`src/rtl/cpu_types_pkg.sv`:
```
// Shared datapath types for the CPU pipeline plus sizing helpers for the
// elastic inter-stage registers (instances set WIDTH = $bits(<stage struct>)).
package cpu_types_pkg;

  localparam int unsigned PIPE_MAX_DEPTH = 4;

  typedef logic [31:0] word_t;
  typedef logic [2:0]  funct_t;

  typedef enum logic [6:0] {
    OP_R   = 7'b0110011,
    OP_I   = 7'b0010011,
    OP_LD  = 7'b0000011,
    OP_ST  = 7'b0100011,
    OP_BR  = 7'b1100011,
    OP_JAL = 7'b1101111
  } opcode_t;

  typedef enum logic [3:0] {
    ALU_ADD, ALU_SUB, ALU_AND, ALU_OR, ALU_XOR, ALU_SLT, ALU_SLL, ALU_SRL
  } aluop_t;

  typedef struct packed {
    word_t pc;
    word_t instr;
  } ifid_t;

  typedef struct packed {
    word_t       pc;
    word_t       rs1_val;
    word_t       rs2_val;
    word_t       imm;
    logic [4:0]  rd;
    aluop_t      aluop;
    opcode_t     opcode;
    funct_t      funct;
    logic        reg_write;
    logic        mem_read;
    logic        mem_write;
    logic        branch;
  } idex_t;

  typedef struct packed {
    word_t       alu_result;
    word_t       rs2_val;
    logic [4:0]  rd;
    funct_t      funct;
    logic        reg_write;
    logic        mem_read;
    logic        mem_write;
    logic        mem_to_reg;
  } exmem_t;

  typedef struct packed {
    word_t       alu_result;
    word_t       mem_data;
    logic [4:0]  rd;
    logic        reg_write;
    logic        mem_to_reg;
  } memwb_t;

  // A single-entry queue still needs a one-bit pointer to keep port widths legal.
  function automatic int unsigned pipe_ptr_w(input int unsigned depth);
    return (depth > 1) ? $clog2(depth) : 1;
  endfunction

endpackage

```
`src/rtl/pipe_slot_ram.sv`:
```
// DEPTH x WIDTH payload storage for the elastic pipeline register:
// one write port, one asynchronous read port, cleared on reset.
module pipe_slot_ram #(
  parameter int unsigned WIDTH = 160,
  parameter int unsigned DEPTH = 2,
  parameter int unsigned AW    = 1
) (
  input  logic             CLK,
  input  logic             RST,
  input  logic             wr_en_i,
  input  logic [AW-1:0]    wr_addr_i,
  input  logic [WIDTH-1:0] wr_data_i,
  input  logic [AW-1:0]    rd_addr_i,
  output logic [WIDTH-1:0] rd_data_o
);

  logic [WIDTH-1:0] mem_q [DEPTH];

  always_ff @(posedge CLK or posedge RST) begin
    if (RST) begin
      mem_q <= '{default: '0};
    end else if (wr_en_i) begin
      mem_q[wr_addr_i] <= wr_data_i;
    end
  end

  assign rd_data_o = mem_q[rd_addr_i];

endmodule

```
`src/rtl/pipe_stage_elastic.sv`:
```
// Elastic valid/ready pipeline register with synchronous squash.
// Optional stall/flush statistics counters are built when PIPE_STAT_EN is defined.
module pipe_stage_elastic
  import cpu_types_pkg::*;
#(
  parameter int unsigned WIDTH = 160,
  parameter int unsigned DEPTH = 2
) (
  input  logic                         CLK,
  input  logic                         RST,
  input  logic                         flush,
  input  logic                         in_valid,
  output logic                         in_ready,
  input  logic [WIDTH-1:0]             in_data,
  output logic                         out_valid,
  input  logic                         out_ready,
  output logic [WIDTH-1:0]             out_data,
  output logic [$clog2(DEPTH+1)-1:0]   occupancy
`ifdef PIPE_STAT_EN
  ,
  output logic [31:0]                  stall_cnt,
  output logic [31:0]                  flush_cnt
`endif
);

  localparam int unsigned PTR_W = pipe_ptr_w(DEPTH);
  localparam int unsigned CNT_W = $clog2(DEPTH + 1);
  localparam logic [PTR_W-1:0] LAST_PTR = PTR_W'(DEPTH - 1);
  localparam logic [CNT_W-1:0] FULL_CNT = CNT_W'(DEPTH);

  logic [PTR_W-1:0] wr_ptr_q, wr_ptr_d;
  logic [PTR_W-1:0] rd_ptr_q, rd_ptr_d;
  logic [CNT_W-1:0] count_q, count_d;
  logic             push;
  logic             pop;

  // Handshake flags come from registered count only, so out_ready never reaches in_ready.
  assign in_ready  = (count_q < FULL_CNT);
  assign out_valid = (count_q != '0);
  assign occupancy = count_q;
  assign push      = in_valid & in_ready;
  assign pop       = out_valid & out_ready;

  always_comb begin
    wr_ptr_d = wr_ptr_q;
    rd_ptr_d = rd_ptr_q;
    count_d  = count_q;
    if (flush) begin
      wr_ptr_d = '0;
      rd_ptr_d = '0;
      count_d  = '0;
    end else begin
      if (push) wr_ptr_d = (wr_ptr_q == LAST_PTR) ? '0 : wr_ptr_q + 1'b1;
      if (pop)  rd_ptr_d = (rd_ptr_q == LAST_PTR) ? '0 : rd_ptr_q + 1'b1;
      if (push && !pop)      count_d = count_q + 1'b1;
      else if (pop && !push) count_d = count_q - 1'b1;
    end
  end

  always_ff @(posedge CLK or posedge RST) begin
    if (RST) begin
      wr_ptr_q <= '0;
      rd_ptr_q <= '0;
      count_q  <= '0;
    end else begin
      wr_ptr_q <= wr_ptr_d;
      rd_ptr_q <= rd_ptr_d;
      count_q  <= count_d;
    end
  end

  pipe_slot_ram #(
    .WIDTH (WIDTH),
    .DEPTH (DEPTH),
    .AW    (PTR_W)
  ) u_slots (
    .CLK       (CLK),
    .RST       (RST),
    .wr_en_i   (push & ~flush),
    .wr_addr_i (wr_ptr_q),
    .wr_data_i (in_data),
    .rd_addr_i (rd_ptr_q),
    .rd_data_o (out_data)
  );

`ifdef PIPE_STAT_EN
  logic [31:0] stall_cnt_q;
  logic [31:0] flush_cnt_q;
  logic        flush_discard;

  // A head popped during the flush was consumed, so only leftovers make it a discarding flush.
  assign flush_discard = flush & out_valid & ~(pop & (count_q == CNT_W'(1)));

  always_ff @(posedge CLK or posedge RST) begin
    if (RST) begin
      stall_cnt_q <= '0;
      flush_cnt_q <= '0;
    end else begin
      if (out_valid && !out_ready && stall_cnt_q != '1) stall_cnt_q <= stall_cnt_q + 32'd1;
      if (flush_discard && flush_cnt_q != '1)            flush_cnt_q <= flush_cnt_q + 32'd1;
    end
  end

  assign stall_cnt = stall_cnt_q;
  assign flush_cnt = flush_cnt_q;
`endif

endmodule

```
`config.mk`:
```
export PLATFORM = sky130hd
export DESIGN_NAME = pipe_stage_elastic
export DESIGN_NICKNAME = d
export VERILOG_FILES = /design/src/rtl/cpu_types_pkg.sv /design/src/rtl/pipe_slot_ram.sv /design/src/rtl/pipe_stage_elastic.sv
export SDC_FILE = /design/constraint.sdc
export NUM_CORES = 1
export LEC_CHECK = 0
export ABC_AREA = 1
export CAP_MARGIN = 20
export CORE_MARGIN = 4
export CORE_UTILIZATION = 50
export DETAILED_ROUTE_END_ITERATION = 16
export PLACE_DENSITY = 0.88
export SYNTH_ARGS = -nofsm -noshare
export SYNTH_HDL_FRONTEND = slang
export SYNTH_HIERARCHICAL = 1
export SYNTH_SLANG_ARGS = --single-unit
```
`constraint.sdc`:
```
create_clock -name CLK -period 12.77 [get_ports CLK]
set_input_delay 2.554 -clock CLK [delete_from_list [all_inputs] [get_ports CLK]]
set_output_delay 2.554 -clock CLK [all_outputs]
set_load 0.01 [all_outputs]
```
; Yosys cells after proc, flatten, opt, wreduce, memory -nomap -nowiden
; Cells that the tools add are included.
[op_classes]
add_sub_neg = 4
magnitude_cmp = 4
n_mux = 15
bitwise_logic = 6
n_reduce_logical = 9
[op_table]
columns = op, count
row1 = $mux W160, 4
row2 = $bwmux W320, 1
row3 = $demux W160 S1, 1
row4 = $mux W1, 6
row5 = $mux W2, 3
row6 = $reduce_bool A2 Y1, 3
row7 = $ge A2 B2 Y1 const B, 2
row8 = $not A1 Y2, 2
row9 = $and A1 B1 Y1, 3
row10 = $logic_and A1 B1 Y1, 3
row11 = $reduce_bool A3 Y1, 1
row12 = $add A1 B1 Y1 const B, 2
row13 = $add A2 B1 Y2 const B, 1
row14 = $logic_not A1 Y1, 2
row15 = $lt A2 B1 Y1 const B, 1
row16 = $lt A2 B2 Y1 const B, 1
row17 = $sub A2 B1 Y2 const B, 1
row18 = $not A1 Y1, 1
[word_totals]
register_bits = 324
input_bits = 165
output_inout_bits = 164
wordCells = 43

; Depth between registers and ports, before layout
; Gate-level depths: netlist (run 1).
[logic_depth]
ltp_word = 7
depth_mapped = 9
depth_no_buf = 9

; By module
; The synthesis (run 1) kept the hierarchy.
[modules_own_cells]
columns = mod, n_inst, cells_each, area_each_um2
row1 = pipe_slot_ram, 1, 1904, 14782.9
row2 = pipe_stage_elastic, 1, 33, 247.7

; Least setup slack after synthesis (run 1)
; OpenSTA, ideal clock, no wires.
[synth_timing]
kind = flip-flop to output port
startpoint = register rd_ptr_q
endpoint = output out_data[100]
arrival_time_ps = 1062
slack_ps = 9154
path_stages_with_launch = 6
path_buffers = 3
path_cell_list = dfrtp_1 -> buf_2 -> buf_4 -> buf_4 -> nand2_1 -> o21ai_0
[synth_via]
elab_chain_len = 4
[synth_rtl]
columns = item, line
row1 = "start, declared", pipe_stage_elastic.sv:32  ; logic [PTR_W-1:0] rd_ptr_q, rd_ptr_d;
row2 = "start signal, assigned", pipe_stage_elastic.sv:67  ; rd_ptr_q <= rd_ptr_d;
row3 = $not A1 Y2 (not written as such), pipe_slot_ram.sv:27  ; assign rd_data_o = mem_q[rd_addr_i];
row4 = $mux W160 (not written as such) (3 in series), pipe_slot_ram.sv:27
row5 = "end, declared", pipe_stage_elastic.sv:17  ; output logic [WIDTH-1:0] out_data,
; Every way passes these cells. The select of a mux whose other input is x is not followed.

; Worst setup path in the final report (run 1)
[layout_timing]
startpoint = register rd_ptr_q
endpoint = output out_data[107]
; The elaborated chain is that of the path after synthesis.

==> key figures, run 1 <==
Clock tree
  • Clk buf depth: 3
  • Worst skew pair latency: roughly 500 ps
  • CTS tree: built
  • H-tree depth: 2
  • Hold-fix buffer count after cts: 0
  • Worst-path clk slew: approximately 60 ps
  • Setup Buffers After CTS: 0
  • CTS Sinks: 324
  • CTS buffer count: 35
  • # resized after CTS: 0
  • Root Buffer: clkbuf_16

Logic synthesis
  • Synth Register Bits: 324
  • Sequential area share after synthesis: 53.9%
  • Post-Syn Nets: 2,102
  • Post-Syn Instances: 1,937
  • Synth Cell Area: 0.0150 mm^2
  • Synth Area per Inst: 7.76 um^2
  • Synth cell types: 22
  • Ys Warns: 6

Floorplanning
  • Die height: 181 um
  • Io pins: 329
  • Row count: 63
  • Die area: between 0.03 and 0.04 mm^2
  • Initial Util: 50.7%
  • Core ar.: 0.0296 mm^2
  • Die width: 181 um

Global route
  • Initial antenna violation count: 6
  • M2 GR Usage: 41.2%
  • All-layer global routing usage: 25.4%
  • Met1 usage: 33.4%
  • Number of global-route vias before repair: 13,700
  • First-pass GRT wire length: 69.6 mm
  • Grt ovf: 0
  • Met3 GRT Util: 5.43%
  • Top Usage Layer GRT: met2
  • Largest net degree at the start of global routing: 232

Power and ir drop
  • P per Cell Area: 251 mW/mm^2
  • Max VDD drop: 0.000172 V
  • Total leakage power: 0.00965 uW
  • Total Power: around 4800 uW

Job
  • Max-Cap Viols: 0

Setup path
  • Critical Path Start Type: flop
  • Worst Path Buf+Inv: 3
  • Setup Crit Path Kind: flop to primary output
  • Worst EP arrival: 4290 ps
  • Crit Path Max Fanout: 126
  • Crit path top cell by count: buf_4
  • CP top delay family: buffers and inverters
  • Crit. End Element: primary output
  • Critical-path top delay cell: dfrtp_4
  • Worst stage delay on the critical path: 1040 ps
  • Cell-by-cell trace of the critical path: buf_4, buf_4, nand2_1, o21ai_0, clkdlybuf4s50_1
  • Crit path required time: a little over 10,000 ps

Timing
  • Setup Skew: 12.5 ps
  • Fmax: 146 MHz
  • Hold Slack: 469 ps
  • Fin Setup TNS: 0 ps
  • Part of the cycle the worst path needs: 53.6%
  • Final setup viols: 0
  • Final hold violations: 0
  • Max Slew Vio Count: 0
  • Minimum clock period: about 6800 ps
  • Worst-Margin Slew: roughly 1100 ps
  • Unrepaired setup endpoints after global routing: false
  • Worst slew margin: 28.5%

Layout
  • Multi-input logic area: 0.00556 mm^2
  • Layout cells sized above 1: 3.55%
  • Nets@finish: 2,338
  • Storage cell area: 0.00812 mm^2
  • Layout Area Growth over Synthesis: 28.7%
  • Fill cells: about 2,400

Route
  • Via density: 5.36
  • First-pass detailed-route iteration total: 7
  • First DRT Iteration DRCs: 1,260
  • Final wirelength: 43.0 mm
  • Drt drc: 0
  • DR WL/cell: 16.6 um
  • Antenna viol nets, final: 0
  • Vias: 13,900

Place
  • HPWL after DPL: 27.0 mm
  • Placer Congestion: 0.900
  • IO buf count: 328

Outcome
  • Status: finished, final reports clean

Worst hold path
  • HP Class: flop to flop
-- tightest hold or removal path, stage by stage (launching register included) --
cell and delay (ps):
dfrtp_1 340, nand2_1 60, nand2_1 40
-- metal layers --
metal / vias to the layer above / wire length, um
met1: 6600 / 17000
met3: 123 / 3540
met5: - / 0
met4: 0 / 1900
met2: 653 / 20600
li1: 6529 / -
-- stage by stage --
stage	area, um^2	util, %	std cells	setup slack (ps)
finish	19300	65.2	2592	5930
detailed placement	18200	61.4	2526	6590
floorplan	15000	-	1937	1360
global placement	18200	61.4	2526	6720
global route	19300	65.2	2592	5630
CTS	19300	65.2	2586	5990
-- where the power goes --
group          internal [uW]  switching, uW
logic                    924           1100
registers               1500            327
clock network            599            396
-- cells in the final DEF, fill, tap and decap left out, drive strengths merged --
cell type	Yosys	final
a21oi	2	2
buf	108	11
bufinv	0	2
clkbuf	32	51
clkdlybuf4s50	0	328
clkinv	0	6
dfrtp	324	324
diode	0	6
inv	167	168
nand2	815	815
nand3	322	322
nor2	4	4
nor3	1	1
o21ai	161	161
xor2	1	1
-- cells in the mapped netlist (all sizes together) --
| cell | count | area, um^2 |
|---|---|---|
| nand2 | 815 | 3080 |
| dfrtp | 324 | 8110 |
| nand3 | 322 | 1620 |
| inv | 167 | 629 |
| o21ai | 161 | 806 |
| buf | 108 | 627 |
| clkbuf | 32 | 120 |
| nor2 | 4 | 17.5 |
| a21oi | 2 | 13.8 |
| nor3 | 1 | 5.00 |
| xor2 | 1 | 8.76 |
-- path summary, 6_finish.rpt --
| kind | start | endpoint | slack, ps | cells past startpoint |
|---|---|---|---|---|
| setup / recovery | rd_ptr_q$_DFFE_PP0P_ | out_data[107] | 5930 | 5 |
| hold / removal | u_slots/mem_q[149]$_DFFE_PP0P_ | u_slots/mem_q[149]$_DFFE_PP0P_ | 470 | 2 |
| setup reg to reg | occupancy[1]$_DFFE_PP0P_ | u_slots/mem_q[216]$_DFFE_PP0P_ | 9340 | 8 |
| hold reg to reg | u_slots/mem_q[149]$_DFFE_PP0P_ | u_slots/mem_q[149]$_DFFE_PP0P_ | 470 | 2 |
| max in group asynchronous | RST | u_slots/mem_q[265]$_DFFE_PP0P_ | 8520 | 3 |
| min in group asynchronous | RST | occupancy[0]$_DFFE_PP0P_ | 2410 | 2 |
-- sequential cells by signal (all words and copies together), names as in the netlist --
name and cells:
occupancy 2, rd_ptr_q 1, wr_ptr_q 1, u_slots/mem_q 320
-- cell families after synthesis --
group           after synthesis  share of synthesized area [%]
compound gates              163                           5.45
xor+xnor                      1                         0.0583
buf+inv                     307                           9.16
simple gates               1142                           31.4
flops                       324                           53.9
-- cell type report --
| class | instances | share of cell area [%] |
|---|---|---|
| Tap cell | 390 | 2.52 |
| Timing Repair Buffer | 339 | 17.5 |
| Inverter | 167 | 3.29 |
| Sequential cell | 324 | 42.0 |
| Antenna cell | 6 | 0.0776 |
| Clock inverter | 9 | 0.511 |
| Clock buffer | 51 | 5.32 |
| Multi-Input combinational cell | 1306 | 28.8 |
Power figures use the tool's default switching activity.
==> run 2, diff against run 1 <==
==> constraint.sdc (replaced) <==
create_clock -name CLK -period 6.8 [get_ports CLK]
set_input_delay 1.36 -clock CLK [delete_from_list [all_inputs] [get_ports CLK]]
set_output_delay 1.36 -clock CLK [all_outputs]
set_load 0.01 [all_outputs]
==> run 2 against run 1 <==
  * Sequential share of layout area fell by 0.22 points
  * First-iteration DRC count up 22%
  * Clock skew fell by 5.1 ps
  * Hold slack got worse by 0.70 ps
  * Design area grew 0.54%
  * Flip-flop and latch count is the same
  * Core utilization grew 0.35 points
  * Global-route usage is 0.51 points lower
  * Final cell count is essentially flat
  * Die area is the same
  * Via count decreased by 0.70%
  * Largest power group unchanged
==> key figures, run 2 (same netlist as run 1, synthesis figures left out) <==
Timing
  • Worst slew margin: 18.1% (-10 points)
  • Fmax: 232 MHz
  • Setup Skew: 7.35 ps (-5.14 ps)
  • Max Slew Vio Count: 0 (unchanged)
  • Unrepaired setup endpoints after global routing: false
  • Fin Setup TNS: 0 ps (unchanged)
  • Worst-Margin Slew: 1230 ps (+157 ps)
  • Part of the cycle the worst path needs: 63.5%
  • Minimum clock period: 4320 ps
  • Final hold violations: 0 (unchanged)
  • Final setup viols: 0 (unchanged)

Power and ir drop
  • Gate power share: 42.2% (+0.5 points)
  • NetSw: 3420 uW (+88%)
  • Total Power: 9180 uW (+89%)
  • P_int: 5760 uW (+90%)
  • Total leakage power: 0.00969 uW (+0.34%)
  • Clock power share: 21.1% (+0.6 points)
  • Max VDD drop: 0.000364 V (+110%)
  • Sw Ratio: 37.2% (-0.34 points)
  • P per Cell Area: 472 mW/mm^2 (+88%)
  • Seq pwr share: 36.7% (-1.1 points)

Global route
  • All-layer global routing usage: 24.9% (-0.51 points)
  • Grt ovf: 0 (unchanged)
  • Initial antenna violation count: 3 (-3)
  • Number of global-route vias before repair: 13,600 (-0.23%)
  • First-pass GRT wire length: 68.6 mm (-1.5%)
  • Largest net degree at the start of global routing: 173 (-25%)

Place
  • HPWL after DPL: 25.0 mm (-7.4%)
  • Placer Congestion: 0.833 (-7.5%)
  • IO buf count: 328 (unchanged)
  • Post-Place Cells: 2,527 (+0.040%)
  • Post-DP Area: 0.0182 mm^2 (+0.19%)

Setup path
  • Critical-path top delay cell: dfrtp_4
  • Crit. End Element: primary output
  • Cell-by-cell trace of the critical path: buf_16, buf_4, nand2_1, o21ai_0, clkdlybuf4s50_1
  • Critical Path Start Type: flop
  • Crit Path Max Fanout: 75 (-40%)
  • Worst stage delay on the critical path: 730 ps (-310 ps)
  • Crit path required time: 5440 ps (-4780 ps)
  • Setup Crit Path Kind: flop to primary output
  • Worst EP arrival: 2960 ps (-1330 ps)

Clock tree
  • Hold-fix buffer count after cts: 0 (unchanged)
  • Setup Buffers After CTS: 0 (unchanged)
  • CTS Sinks: 324 (unchanged)
  • Root Buffer: clkbuf_16
  • CTS buffer count: 36 (+2.9%)
  • Worst-path clk slew: 50 ps (about the same)
  • # resized after CTS: 0 (unchanged)
  • H-tree depth: 2 (unchanged)
  • Worst skew pair latency: 500 ps (about the same)
  • Clk buf depth: 3 (unchanged)
  • CTS tree: built

Route
  • Via density: 5.32 (-0.74%)
  • Drt drc: 0 (unchanged)
  • DR WL/cell: 16.2 um (-2.3%)
  • First-pass detailed-route iteration total: 5 (-2)
  • Final wirelength: 42.0 mm (-2.3%)
  • Antenna viol nets, final: 0 (unchanged)
  • Vias: 13,800 (-0.70%)
  • First DRT Iteration DRCs: 1,542 (+22%)

Floorplanning
  • Initial Util: 50.7% (unchanged)
  • Row count: 63 (unchanged)
  • Die height: 181 um (unchanged)
  • Die width: 181 um (unchanged)
  • Core ar.: 0.0296 mm^2 (unchanged)
  • Die area: 0.0329 mm^2 (unchanged)
  • Io pins: 329 (unchanged)

Layout
  • Fill cells: 2,341 (-2.3%)
  • Layout cells sized above 1: 3.77% (+0.22 points)
  • Nets@finish: 2,341 (+0.13%)
  • Largest register FFs: 320 (unchanged)
  • Final instance area: 0.0194 mm^2 (+0.54%)
  • Commonest non-fill, non-tap cell in the layout: nand2_1
  • Largest Register: u_slots/mem_q
  • Commonest non-fill, non-tap cells in the layout: 809 x nand2_1, 328 x clkdlybuf4s50_1, 322 x dfrtp_1
  • Post-Layout Cell Count: 2,593 (+0.039%)
  • Layout Area Growth over Synthesis: 29.3%

Worst hold path
  • HP Class: flop to flop

Job
  • Max-Cap Viols: 0 (unchanged)

Outcome
  • Status: finished, final reports clean
## run 2: worst paths after layout
kind                       cells past startpoint  slack (ps)                          start                        endpoint
setup / recovery                               5        2480           rd_ptr_q$_DFFE_PP0P_                   out_data[110]
hold / removal                                 2         470  u_slots/mem_q[71]$_DFFE_PP0P_   u_slots/mem_q[71]$_DFFE_PP0P_
setup reg to reg                               7        3820       occupancy[1]$_DFFE_PP0P_  u_slots/mem_q[181]$_DFFE_PP0P_
hold reg to reg                                2         470  u_slots/mem_q[71]$_DFFE_PP0P_   u_slots/mem_q[71]$_DFFE_PP0P_
max in group asynchronous                      3        4450                            RST  u_slots/mem_q[202]$_DFFE_PP0P_
min in group asynchronous                      2        1190                            RST        occupancy[0]$_DFFE_PP0P_
## run 2: routing by layer
layer	share of wire, %	global-route usage [%]	up-vias
li1	-	-	6523
met1	40	32.6	6616
met2	48	40.9	568
met3	8.2	5.51	98
met4	3.6	9.07	2
met5	0.019	0	-
## run 2: worst max-delay path: cells and delay by family, from the launching register on
family          cells  cell delay (ps)
buf+inv             3             1440
flops               1              730
simple gates        1              120
compound gates      1              120
## run 2: layout make-up
cell class | instances | area [um^2] | area share, %
well taps | 390 | 488 | 2.51
diodes | 3 | 7.51 | 0.0386
multi-input cells | 1306 | 5580 | 28.7
clock buffers | 52 | 1050 | 5.41
flip-flops and latches | 324 | 8120 | 41.7
inverters | 167 | 633 | 3.26
clock inverters | 10 | 125 | 0.644
repair buffers | 341 | 3440 | 17.7
## run 2: power groups by stage
stage	Clock (uW)	Combinational, uW	Sequential, uW
after global placement	0	3720	3360
after global routing	2060	4290	3470
after detailed placement	0	3810	3410
after floorplan	0	2120	3210
after CTS	1980	3850	3400
final	1940	3870	3370
## run 2: per-stage QoR
stage	utilization, %	worst slack [ps]	hold slack, ps
floorplan	-	1170	442
global placement	61.5	2610	453
detailed placement	61.5	2540	458
CTS	65.5	2280	472
global route	65.6	2300	486
finish	65.6	2480	468
==> run 3, diff against run 2 <==
==> constraint.sdc (replaced) <==
create_clock -name CLK -period 4.34 [get_ports CLK]
set_input_delay 0.868 -clock CLK [delete_from_list [all_inputs] [get_ports CLK]]
set_output_delay 0.868 -clock CLK [all_outputs]
set_load 0.01 [all_outputs]
==> run 3 against run 2 <==
  * Final cell count is essentially flat
  * Clock power grew 49%
  * Hold slack is essentially flat
  * Die area is the same
  * Clock-buffer cell count grew 1
  * Via count shrank 0.31%
  * Design area is essentially flat
  * Non-clock buffer count grew 3
  * Critical path depth shrank 1
  * Critical endpoint is now out_data[82]
==> key figures, run 3 (same netlist as run 1, synthesis figures left out) <==
Floorplanning
  • Core ar.: 0.0296 mm^2 (unchanged)
  • Die width: 181 um (unchanged)
  • Die height: 181 um (unchanged)
  • Io pins: 329 (unchanged)
  • Row count: 63 (unchanged)
  • Die area: 0.0329 mm^2 (unchanged)
  • Initial Util: 50.7% (unchanged)

Power and ir drop
  • Total leakage power: 0.00968 uW (about the same)
  • P per Cell Area: 735 mW/mm^2 (+56%)
  • Max VDD drop: 0.000641 V (+76%)

Global route
  • Number of global-route vias before repair: 13,700 (+0.94%)
  • First-pass GRT wire length: 68.7 mm (+0.24%)
  • All-layer global routing usage: 25.0% (+0.11 points)
  • Largest net degree at the start of global routing: 197 (+14%)
  • Initial antenna violation count: 2 (-1)
  • Grt ovf: 0 (unchanged)

Layout
  • Layout Area Growth over Synthesis: 29.3% (about the same)
  • Final instance area: 0.0194 mm^2 (about the same)
  • Largest register FFs: 320 (unchanged)
  • Post-layout util: 65.6% (about the same)
  • Commonest non-fill, non-tap cells in the layout: 809 x nand2_1, 328 x clkdlybuf4s50_1, 322 x dfrtp_1
  • Largest Register: u_slots/mem_q
  • Layout cells sized above 1: 3.73% (-0.044 points)
  • Nets@finish: 2,344 (+0.13%)
  • Commonest non-fill, non-tap cell in the layout: nand2_1
  • Fill cells: 2,333 (-0.34%)

Place
  • Post-DP Area: 0.0183 mm^2 (+0.44%)
  • IO buf count: 328 (unchanged)
  • HPWL after DPL: 26.2 mm (+4.9%)
  • Placer Congestion: 0.836 (+0.38%)

Timing
  • Worst slew margin: 15.8% (-2.3 points)
  • Unrepaired setup endpoints after global routing: false
  • Final hold violations: 0 (unchanged)
  • Max Slew Vio Count: 0 (unchanged)
  • Worst-Margin Slew: 1260 ps (+35.0 ps)
  • Minimum clock period: 3440 ps
  • Final setup viols: 0 (unchanged)
  • Part of the cycle the worst path needs: 79.2%
  • Fmax: 291 MHz
  • Setup Skew: 7.88 ps (+0.532 ps)

Clock tree
  • CTS tree: built
  • Clk buf depth: 3 (unchanged)
  • H-tree depth: 2 (unchanged)
  • Worst-path clk slew: 60 ps (about the same)
  • Hold-fix buffer count after cts: 0 (unchanged)
  • CTS Sinks: 324 (unchanged)
  • # resized after CTS: 0 (unchanged)
  • Root Buffer: clkbuf_16
  • Setup Buffers After CTS: 0 (unchanged)
  • CTS buffer count: 36 (unchanged)
  • Worst skew pair latency: 500 ps (about the same)

Route
  • DR WL/cell: 16.3 um (+0.82%)
  • First DRT Iteration DRCs: 1,337 (-13%)
  • Vias: 13,800 (-0.31%)
  • Drt drc: 0 (unchanged)
  • Top Metal Used: met4
  • First-pass detailed-route iteration total: 5 (unchanged)
  • Final wirelength: 42.4 mm (+0.74%)
  • Via density: 5.31 (-0.23%)
  • Met3 wire length: 3.08 mm (-11%)
  • Wire length on met1: 16.9 mm (+1.4%)
  • Antenna viol nets, final: 0 (unchanged)
  • Metal2 WL: 20.6 mm (+1.4%)

Worst hold path
  • HP Class: flop to flop
  • Worst Hold End: u_slots/mem_q[310]$_DFFE_PP0P_
  • Hold Path Cell Cnt: 2 (unchanged)
  • Worst min-delay path startpoint: u_slots/mem_q[310]$_DFFE_PP0P_

Setup path
  • Crit Path Max Fanout: 47 (-37%)
  • Crit path required time: 3470 ps (-1970 ps)
  • Reg-to-reg startpoint: wr_ptr_q$_DFFE_PP0P_
  • Crit. End Element: primary output
  • Critical R2R Capture: u_slots/mem_q[250]$_DFFE_PP0P_
  • Setup Crit Path Kind: flop to primary output
  • Reg2reg setup slack: 1540 ps (-2280 ps)
  • Worst r2r path cells: 4 (-3)
  • Critical Path Start Type: flop
  • Worst EP arrival: 2570 ps (-390 ps)

Outcome
  • Status: finished, final reports clean

Job
  • Max-Cap Viols: 0 (unchanged)
## run 3: cell types whose count changed in the layout (fill, tap and decap cells not counted), sizes merged
cell / previous run / this run
bufinv: 3 / 1
clkbuf: 52 / 53
diode: 3 / 2
buf: 13 / 16
clkinv: 7 / 4
## run 3: power by group
part           switching, uW  internal [uW]
Clock                   1160           1740
Combinational           3370           2760
Sequential               830           4430
## run 3: critical path, cell delays in order (launching register included)
cell and delay [ps]:
dfrtp_4 740, buf_4 440, nand2_1 100, o21ai_0 170, clkdlybuf4s50_1 610
## run 3: worst max path at each step
stage | startpoint | to | slack (ps) | cells past startpoint
after floorplan | RST | u_slots/mem_q[0]$_DFFE_PP0P_ | -790 | 1
after global placement | flush | u_slots/mem_q[212]$_DFFE_PP0P_ | 1410 | 5
after detailed placement | flush | u_slots/mem_q[250]$_DFFE_PP0P_ | 1360 | 5
after CTS | rd_ptr_q$_DFFE_PP0P_ | out_data[82] | 880 | 4
after global routing | rd_ptr_q$_DFFE_PP0P_ | out_data[2] | 760 | 4
final | rd_ptr_q$_DFFE_PP0P_ | out_data[82] | 900 | 4
## run 3: layout make-up
class / instances / area [um^2] / share of cell area (%)
clock buffer: 53 / 1070 / 5.49
tap: 390 / 488 / 2.51
clock inverter: 5 / 50.0 / 0.258
timing repair buffer: 344 / 3490 / 18.0
antenna: 2 / 5.00 / 0.0258
inverter: 167 / 633 / 3.26
sequential: 324 / 8120 / 41.8
multi-input combinational: 1306 / 5580 / 28.7
## run 3: per-stage QoR
| step | total power [uW] | setup WS (ps) | setup TNS, ps | hold WS (ps) | std cells |
|---|---|---|---|---|---|
| 2_1_floorplan | 8350 | -795 | -254340 | 442 | 1937 |
| 3_3_place_gp | 11100 | 1410 | 0 | 453 | 2531 |
| 3_5_place_dp | 11400 | 1360 | 0 | 458 | 2531 |
| 4_1_cts | 14400 | 880 | 0 | 472 | 2589 |
| 5_1_grt | 15300 | 765 | 0 | 487 | 2591 |
| 6_report | 14300 | 902 | 0 | 468 | 2591 |
## run 3: layer usage
metal	GRT usage, %	up-vias
met5	0	-
met4	10.1	0
met3	5.55	118
met2	41.0	566
met1	32.4	6554
li1	-	6526
